<file path="src/rtl/instr_fetch_unit_pkg.sv">
// Shared types and constants for the instruction fetch unit.
package instr_fetch_unit_pkg;

    localparam int ADDR_W  = 16;
    localparam int INSTR_W = 16;
    localparam int OPC_W   = 4;

    // Default opcode (instr[15:12]) that stops fetching.
    localparam logic [OPC_W-1:0] HLT_OPCODE_DEF = 4'hF;

    typedef logic [ADDR_W-1:0]  addr_t;
    typedef logic [INSTR_W-1:0] instr_t;

    // IDLE: one margin cycle after reset; RUN: fetching; HALT: parked after HLT.
    typedef enum logic [1:0] {
        ST_IDLE = 2'd0,
        ST_RUN  = 2'd1,
        ST_HALT = 2'd2
    } fetch_state_e;

    // True when the word carries the halt opcode in its top nibble.
    function automatic logic is_hlt(input instr_t word, input logic [OPC_W-1:0] opc);
        return word[INSTR_W-1:INSTR_W-OPC_W] == opc;
    endfunction

endpackage

</file>
<file path="src/rtl/fetch_buffer.sv">
// Circular fetch buffer: push/pop/flush with count and a combinational head.
// Flush wins over push and pop in the same cycle.
module fetch_buffer #(
    parameter int DEPTH = 2,
    parameter int WIDTH = 32,
    localparam int PTR_W = $clog2(DEPTH),
    localparam int CNT_W = $clog2(DEPTH + 1)
) (
    input  logic             clk,
    input  logic             rst_n,
    input  logic             i_push,
    input  logic             i_pop,
    input  logic             i_flush,
    input  logic [WIDTH-1:0] i_wdata,
    output logic [WIDTH-1:0] o_head,
    output logic [CNT_W-1:0] o_count,
    output logic             o_full
);

    logic [WIDTH-1:0] r_mem [DEPTH];
    logic [PTR_W-1:0] r_wr_ptr;
    logic [PTR_W-1:0] r_rd_ptr;
    logic [CNT_W-1:0] r_count;
    logic             w_do_pop;
    logic             w_do_push;

    // Qualify requests: pop needs data, push needs space (or a same-cycle pop).
    always_comb begin
        w_do_pop  = i_pop && (r_count != '0) && !i_flush;
        w_do_push = i_push && !i_flush && (!o_full || w_do_pop);
    end

    // Storage, pointers and occupancy; depth is a power of two so pointers wrap naturally.
    always_ff @(posedge clk or negedge rst_n) begin
        if (!rst_n) begin
            for (int i = 0; i < DEPTH; i++) begin
                r_mem[i] <= '0;
            end
            r_wr_ptr <= '0;
            r_rd_ptr <= '0;
            r_count  <= '0;
        end else begin
            if (w_do_push) begin
                r_mem[r_wr_ptr] <= i_wdata;
            end
            if (i_flush) begin
                r_wr_ptr <= '0;
                r_rd_ptr <= '0;
                r_count  <= '0;
            end else begin
                if (w_do_push) begin
                    r_wr_ptr <= r_wr_ptr + PTR_W'(1);
                end
                if (w_do_pop) begin
                    r_rd_ptr <= r_rd_ptr + PTR_W'(1);
                end
                if (w_do_push && !w_do_pop) begin
                    r_count <= r_count + CNT_W'(1);
                end else if (!w_do_push && w_do_pop) begin
                    r_count <= r_count - CNT_W'(1);
                end
            end
        end
    end

    // Head and status straight from the registers.
    always_comb begin
        o_head  = r_mem[r_rd_ptr];
        o_count = r_count;
        o_full  = (r_count == CNT_W'(DEPTH));
    end

endmodule

</file>
<file path="src/rtl/instr_fetch_unit.sv">
// Instruction fetch unit: owns the PC, reads instruction memory (data valid
// before the next rising edge), buffers {instr, pc+1} for decode, handles
// branch redirect/flush and parks after a HLT opcode.
module instr_fetch_unit
    import instr_fetch_unit_pkg::*;
#(
    parameter addr_t            RESET_VECTOR = 16'h0000,
    parameter int               BUF_DEPTH    = 2,
    parameter logic [OPC_W-1:0] HLT_OPCODE   = HLT_OPCODE_DEF
) (
    input  logic         clk,
    input  logic         rst_n,
    output addr_t        instr_addr,
    output logic         instr_rd_en,
    input  instr_t       instr,
    input  logic         br_taken,
    input  addr_t        br_target,
    output logic         if_valid,
    output instr_t       if_instr,
    output addr_t        if_pc_plus1,
    input  logic         id_ready,
    output logic         halted
);

    localparam int CNT_W = $clog2(BUF_DEPTH + 1);

    fetch_state_e                  r_state;
    fetch_state_e                  w_state_next;
    addr_t                         r_pc;
    addr_t                         w_pc_plus1;
    logic                          w_rd_en;
    logic                          w_pop;
    logic                          w_full;
    logic [CNT_W-1:0]              w_count;
    logic [INSTR_W+ADDR_W-1:0]     w_head;

    // Handshake and fetch decision; a redirect suppresses both fetch and pop.
    always_comb begin
        w_pc_plus1 = r_pc + 16'd1;
        w_pop      = (w_count != '0) && id_ready && !br_taken;
        w_rd_en    = (r_state == ST_RUN) && !br_taken && (!w_full || w_pop);
    end

    // Next-state logic; redirect always lands in RUN.
    always_comb begin
        w_state_next = r_state;
        if (br_taken) begin
            w_state_next = ST_RUN;
        end else begin
            case (r_state)
                ST_IDLE: w_state_next = ST_RUN;
                ST_RUN:  if (w_rd_en && is_hlt(instr, HLT_OPCODE)) w_state_next = ST_HALT;
                ST_HALT: w_state_next = ST_HALT;
                default: w_state_next = ST_IDLE;
            endcase
        end
    end

    // State register.
    always_ff @(posedge clk or negedge rst_n) begin
        if (!rst_n) begin
            r_state <= ST_IDLE;
        end else begin
            r_state <= w_state_next;
        end
    end

    // PC: redirect has priority, otherwise advance on every fetch (16-bit wrap).
    always_ff @(posedge clk or negedge rst_n) begin
        if (!rst_n) begin
            r_pc <= RESET_VECTOR;
        end else if (br_taken) begin
            r_pc <= br_target;
        end else if (w_rd_en) begin
            r_pc <= w_pc_plus1;
        end
    end

    fetch_buffer #(
        .DEPTH (BUF_DEPTH),
        .WIDTH (INSTR_W + ADDR_W)
    ) u_fetch_buffer (
        .clk     (clk),
        .rst_n   (rst_n),
        .i_push  (w_rd_en),
        .i_pop   (w_pop),
        .i_flush (br_taken),
        .i_wdata ({instr, w_pc_plus1}),
        .o_head  (w_head),
        .o_count (w_count),
        .o_full  (w_full)
    );

    // Outputs toward memory and decode.
    always_comb begin
        instr_addr  = r_pc;
        instr_rd_en = w_rd_en;
        if_valid    = (w_count != '0);
        if_instr    = w_head[INSTR_W+ADDR_W-1:ADDR_W];
        if_pc_plus1 = w_head[ADDR_W-1:0];
        halted      = (r_state == ST_HALT) && (w_count == '0);
    end

endmodule

</file>
<file path="config.mk">
export PLATFORM = sky130hd
export DESIGN_NAME = instr_fetch_unit
export DESIGN_NICKNAME = d
export VERILOG_FILES = /design/src/rtl/instr_fetch_unit_pkg.sv /design/src/rtl/fetch_buffer.sv /design/src/rtl/instr_fetch_unit.sv
export SDC_FILE = /design/constraint.sdc
export NUM_CORES = 1
export LEC_CHECK = 0
export ABC_AREA = 1
export CORE_MARGIN = 5
export CORE_UTILIZATION = 34
export CTS_BUF_LIST = sky130_fd_sc_hd__clkbuf_8 sky130_fd_sc_hd__clkbuf_16
export CTS_CLUSTER_SIZE = 10
export DETAILED_ROUTE_END_ITERATION = 7
export HOLD_SLACK_MARGIN = 0.15
export MAX_ROUTING_LAYER = met4
export PLACE_DENSITY = 0.56
export SYNTH_ARGS = -nofsm -noshare
export SYNTH_HDL_FRONTEND = slang
export SYNTH_SLANG_ARGS = --single-unit
</file>
<file path="constraint.sdc">
create_clock -name clk -period 4.5 [get_ports clk]
set_clock_uncertainty 0.2 [all_clocks]
set_input_delay 0.9 -clock clk [delete_from_list [all_inputs] [get_ports clk]]
set_output_delay 0.9 -clock clk [all_outputs]
set_load 0.01 [all_outputs]
</file>
; ---- Word-level counts from Yosys, hierarchy flattened
; Index checks and enable logic that the tools add are counted.
[totals]
regBits = 86
output_inout_bits = 51
inputBits = 36
wordCells = 66
[classes]
n_mux = 18
n_lt_le_gt_ge = 3
bitwise_logic = 2
addsub = 5
eq_ne = 5
n_reduce_logical = 26
[op_table]
columns = op, count
row1 = 32-bit 2-to-1 mux, 4
row2 = 64-bit bitwise mux, 1
row3 = 32-bit demux with 1-bit select, 1
row4 = 16-bit 2-to-1 mux, 2
row5 = 16-bit by 1-bit adder with 16-bit output (second input constant), 1
row6 = 1-bit logical AND, 13
row7 = 2-bit 2-to-1 mux, 5
row8 = 2-bit nonzero test, 4
row9 = 2-bit case mux with 3 select lines, 1
row10 = 2-bit == test (second input constant), 2
row11 = 4-bit == test (second input constant), 1
row12 = 2-bit >= comparator (second input constant), 2
row13 = 1-bit logical NOT, 4
row14 = 2-bit logical NOT, 2
row15 = 1-bit 2-to-1 mux, 4
row16 = 1-bit inverter with 2-bit output, 2
row17 = 3-bit by 2-bit inequality test with 1-bit output (second input constant), 1
row18 = 3-bit nonzero test, 1
row19 = 1-bit adder (second input constant), 2
row20 = 2-bit by 1-bit adder with 2-bit output (second input constant), 1
row21 = 2-bit by 1-bit == test with 1-bit output (second input constant), 1
row22 = 1-bit logical OR, 2
row23 = 2-bit by 1-bit < comparator with 1-bit output (second input constant), 1
row24 = 2-bit by 1-bit subtractor with 2-bit output (second input constant), 1

; ---- Logic depth before layout (Yosys ltp)
[depth]
word_depth = 12
depth_mapped = 10
depth_no_buf = 9

; ---- Hierarchy
; A second synthesis with hierarchy kept.
[hier_totals]
hier_cells = 583
area_unflattened_um2 = 4463.0
[modules_own_cells]
columns = module, cells_each, area_per_inst_um2, seq_area_each_um2, n_inst
row1 = fetch_buffer, 382, 3125.5, 1701.6, 1
row2 = instr_fetch_unit, 201, 1337.5, 450.4, 1

; ---- Worst setup path after synthesis
; No wires, ideal clock.
[synth_path]
path_kind = input port to output port
start = input br_taken
end = output instr_rd_en
t_required_ps = 3400
n_path_buf = 2
slack_ps = 1809
arrival_ps = 1591
stages = 7
cell_sequence = buf_6 -> inv_6 -> nand2_4 -> inv_4 -> nand2_4 -> inv_1 -> buf_4
[synth_via]
elab_chain_cells = 4
elab_cells_between_ends = 5
classes_between = 5 x reduce/logical
[synth_rtl]
columns = item, line_no
row1 = "start, declared", instr_fetch_unit.sv:16  ; input logic br_taken,
row2 = 1-bit logical NOT *, "instr_fetch_unit.sv:40, instr_fetch_unit.sv:41"
row3 = 1-bit logical AND, instr_fetch_unit.sv:40  ; w_pop = (w_count != '0) && id_ready && !br_taken;
row4 = 1-bit logical OR, instr_fetch_unit.sv:41  ; w_rd_en = (r_state == ST_RUN) && !br_taken && (!w_full || w_pop);
row5 = 1-bit logical AND *, instr_fetch_unit.sv:41
row6 = "end, declared", instr_fetch_unit.sv:14  ; output logic instr_rd_en,
; Mark *: on every way between the ends. The rest lies on a longest branch, timed or not.

; ---- Final worst setup path
[layout_path]
start = register u_fetch_buffer.r_rd_ptr
end = output if_instr[5]
[layout_via]
elab_chain_cells = 4
[layout_rtl]
columns = item, line_no
row1 = "start, declared", fetch_buffer.sv:22  ; logic [PTR_W-1:0] r_rd_ptr;
row2 = "start signal, assigned", fetch_buffer.sv:55  ; r_rd_ptr <= r_rd_ptr + PTR_W'(1);
row3 = 1-bit inverter with 2-bit output (not written as such), fetch_buffer.sv:68  ; o_head = r_mem[r_rd_ptr];
row4 = 32-bit 2-to-1 mux (not written as such) (3 in a row), fetch_buffer.sv:68
row5 = "end, declared", instr_fetch_unit.sv:19  ; output instr_t if_instr,
; Every way passes these cells. The select of a mux whose other input is x is not followed.

==> results by stage <==
Outcome:
- The run finished with clean final reports.

Setup path:
- The class of the most critical setup path is flop to output port.
- The kind of end point of the critical path is an output port.
- The top fanout value on the critical path is 27.
- By instance count, the cell type seen most on the critical path is nand2_1.
- The maximum cell stage delay along the critical path is 0.83 ns.
- The category of the worst setup path launch point is a flop.
- Traced cell by cell, the critical path runs through clkinv_1 > nand2_1 > nand2_1 > clkdlybuf4s50_1.
- The required time of the critical path is 3.40 ns.
- The slowest stage of the critical path belongs to the cell clkinv_1.
- The arrival time at the worst endpoint is 2.66 ns.

Timing:
- Subtracting the final worst setup slack from the clock period gives 3.755 ns.
- The share of the cycle needed by the critical path after routing is 0.8346.
- For this run, the top clock speed supported by timing is 266.3 MHz.
- The final-report setup violation count is 0.
- After routing, the total negative slack on setup checks comes to 0 ns.
- The transition time at the pin with the least slew margin is 1.105 ns.
- Headroom to the max-slew limit came out at 0.2636.
- Setup repair after global routing left no endpoint under its margin.
- The count of pins over their slew limit is 0.
- The number of hold violations in the final report came to 0.
- In the post-route analysis, the smallest setup slack over all paths is 0.7445 ns.
- Final hold analysis gives a worst-case slack of 0.2768 ns.

Synth:
- Synthesis inferred 86 register bits.
- The post-synthesis instance area is 4324 um2.
- The netlist uses 26 different library cells.
- When the netlist entered floorplanning its net count stood at 603.
- In this run the mean area of a mapped cell was 7.681 um2.
- Yosys printed 0 warnings.
- The post-synthesis instance total is 563.
- The share of the yosys chip area belonging to registers is 0.4977.

Routing:
- Across all layers, the routed design uses 3,769 vias.
- The total iterations of the first detailed-routing run is 5.
- For this run, design rule violations remaining after detail routing come to 0.
- The number of vias per cell is 4.608.
- After detailed routing, the total wire length is 11.33 mm.
- For this block, the initial DRC count from the detailed router was 291.
- After detailed routing, the average wire length per cell comes to 13.86 um.
- The detail route stage leaves a number of antenna-violating nets equal to 0.

Floorplanning:
- The floorplan step set the die width to 122.8 um.
- The area inside the core boundary is 12,570 um2.
- The die covers 15,070 um2.
- The number of rows created at floorplan is 41.
- For this design the top-level I/O count stands at 87.
- The initial core utilization is 0.3441.
- The vertical extent of the die is 122.8 um.

Placed design:
- The weighted congestion at the end of routability-driven global placement is 0.8288.
- Once detailed placement completed, the half-perimeter wirelength came to 7.880 mm.
- The number of buffer cells added on primary ports is 86.
- The cell total after placement is 803.
- Timing analysis after detailed placement gives a worst setup slack of 0.9897 ns.

Clocking:
- The number of CTS-inserted buffers is 9.
- The number of clock sinks seen by CTS is 86.
- CTS placed an instance of clkbuf_16 at the clock tree root.
- The number of levels the H-tree was split into is 3.
- The hold-fix buffer count after cts is 0.
- The TritonCTS clock tree is yes.
- The post-cts resize count is 0.
- The worst-skew pair later-pin latency is 0.33 ns.
- The largest buffer count on any clock path is 2.
- The number of buffers inserted to repair setup after CTS is 0.
- The clock-pin transition on the worst setup and hold timing paths is 0.06 ns.

Final layout:
- The layout overhead on the synthesized area is 28.44%.
- The antenna cell count is 0.
- Registers take 2152 um2.
- The area taken by multi-input logic gates is 1794 um2.
- Counting the fill cells in the layout gives 1,300.
- The layout cell share with drive strength beyond 1 is 0.06192.
- For this run, the share of the core covered by cells in the final layout is 0.4419.
- The count of nets after finishing is 682.
- Leaving out filler cells and counting taps, the final layout contains 818.

Global route:
- The via count of the first global-routing pass is 3,790.
- The initial antenna violation count came to 0.
- Entering global routing, the biggest net connects 87 pins.
- For this run, the total global-route usage over all layers was measured as 0.1662.
- The wire length of the first global-routing pass is 19.15 mm.
- The global-route congestion overflow total is 0.

Power:
- VDD sags by at most 201.6 uV.
- Power spread over the standard cell area amounts to 657.5 nW/um2.
- The total leakage power is 2.757 nW.

Worst hold path:
- In this run the worst hold path is classified as flop to flop.

Flow run:
- The reported max-cap violation count is 0.
routing by layer:
layer,routed length [um],global-route usage
met5,0,-
met4,180,0.05108
met3,669,0.03456
met2,4855,0.2426
met1,5628,0.2325
registers in the layout (all words and copies together) (netlist names):
name / count
r_state: 2
u_fetch_buffer.r_mem: 64
u_fetch_buffer.r_wr_ptr: 1
u_fetch_buffer.o_count: 2
instr_addr: 16
u_fetch_buffer.r_rd_ptr: 1
synth_stat cells (all sizes together):
master / number / area share
buf: 15 / 0.030
dfrtp: 86 / 0.50
clkinv: 1 / 0.00087
nand3b: 1 / 0.0017
o21ai: 68 / 0.089
clkbuf: 6 / 0.0052
o211ai: 3 / 0.0052
nand4: 5 / 0.0072
inv: 56 / 0.051
nand3: 25 / 0.030
xor2: 4 / 0.0081
nand2: 269 / 0.24
xnor2: 2 / 0.0041
ha: 4 / 0.012
nor2: 18 / 0.021
logic make-up (layout without fill, tap and decap cells):
| family | Yosys count | after routing | share of synthesized area |
|---|---|---|---|
| fa+ha+maj | 4 | 4 | 0.01157 |
| compound gates | 71 | 71 | 0.09433 |
| xor+xnor | 6 | 6 | 0.01215 |
| buf+inv | 78 | 161 | 0.08738 |
| flops | 86 | 86 | 0.4977 |
| simple gates | 318 | 318 | 0.2969 |
worst max-delay path: cells and delay by family, from the launching register on:
kind | cells | cell delay [ns]
DFF | 1 | 0.68
buffers and inverters | 2 | 1.31
and+or+nand+nor | 2 | 0.32
layout by cell type, fill, tap and decap left out:
master           Yosys  final
nand3_1             24     24
o211ai_1             3      3
inv_2                2      2
clkdlybuf4s50_1      0     85
ha_1                 4      4
nor2_1              15     15
nand4_1              5      5
xor2_1               4      4
dfrtp_1             86     86
clkbuf_16            0      9
nand3_2              1      1
nand2_4              2      2
o21ai_1             26     26
clkinv_1             1      1
inv_1               51     53
inv_4                2      2
buf_4                3      4
nand3b_1             1      1
inv_6                1      1
o21ai_2             12     12
nand2_1            267    267
nor2_4               3      3
o21ai_0             30     30
clkbuf_8             0      4
xnor2_1              2      2
power by group:
group          leakage (nW)  switching [mW]  internal [mW]
clock network         0.150           0.283          0.428
logic                  1.54           0.861          0.722
registers              1.07           0.245           1.11
metrics by stage:
stage / power [mW] / cell area [um2]
after floorplan: 2.254 / 4324
after global placement: 2.935 / 5266
after detailed placement: 2.968 / 5266
after CTS: 3.699 / 5554
after global routing: 3.966 / 5554
final: 3.652 / 5554
final cells by class:
class,instances,area share
Sequential cell,86,0.3875
Multi-Input combinational cell,399,0.3230
Timing Repair Buffer,89,0.1586
Clock buffer,13,0.05046
Inverter,57,0.04032
Tap cell,172,0.03875
Clock inverter,2,0.001352
path summary, 6_finish.rpt:
| check | slack [ns] | cells after the start | startpoint | end |
|---|---|---|---|---|
| max | 0.74 | 4 | u_fetch_buffer.r_rd_ptr$_DFFE_PN0P_ | if_instr[5] |
| min | 0.28 | 2 | u_fetch_buffer.r_mem[9]$_DFFE_PN0P_ | u_fetch_buffer.r_mem[9]$_DFFE_PN0P_ |
| max reg2reg | 2.08 | 9 | r_state[1]$_DFFE_PN0P_ | u_fetch_buffer.r_mem[32]$_DFFE_PN0P_ |
| min reg2reg | 0.28 | 2 | u_fetch_buffer.r_mem[9]$_DFFE_PN0P_ | u_fetch_buffer.r_mem[9]$_DFFE_PN0P_ |
| max in group asynchronous | 2.81 | 1 | rst_n | instr_addr[12]$_DFFE_PN0P_ |
| min in group asynchronous | 0.56 | 1 | rst_n | u_fetch_buffer.r_mem[57]$_DFFE_PN0P_ |
Note: power is estimated with default switching activity, not from simulation.
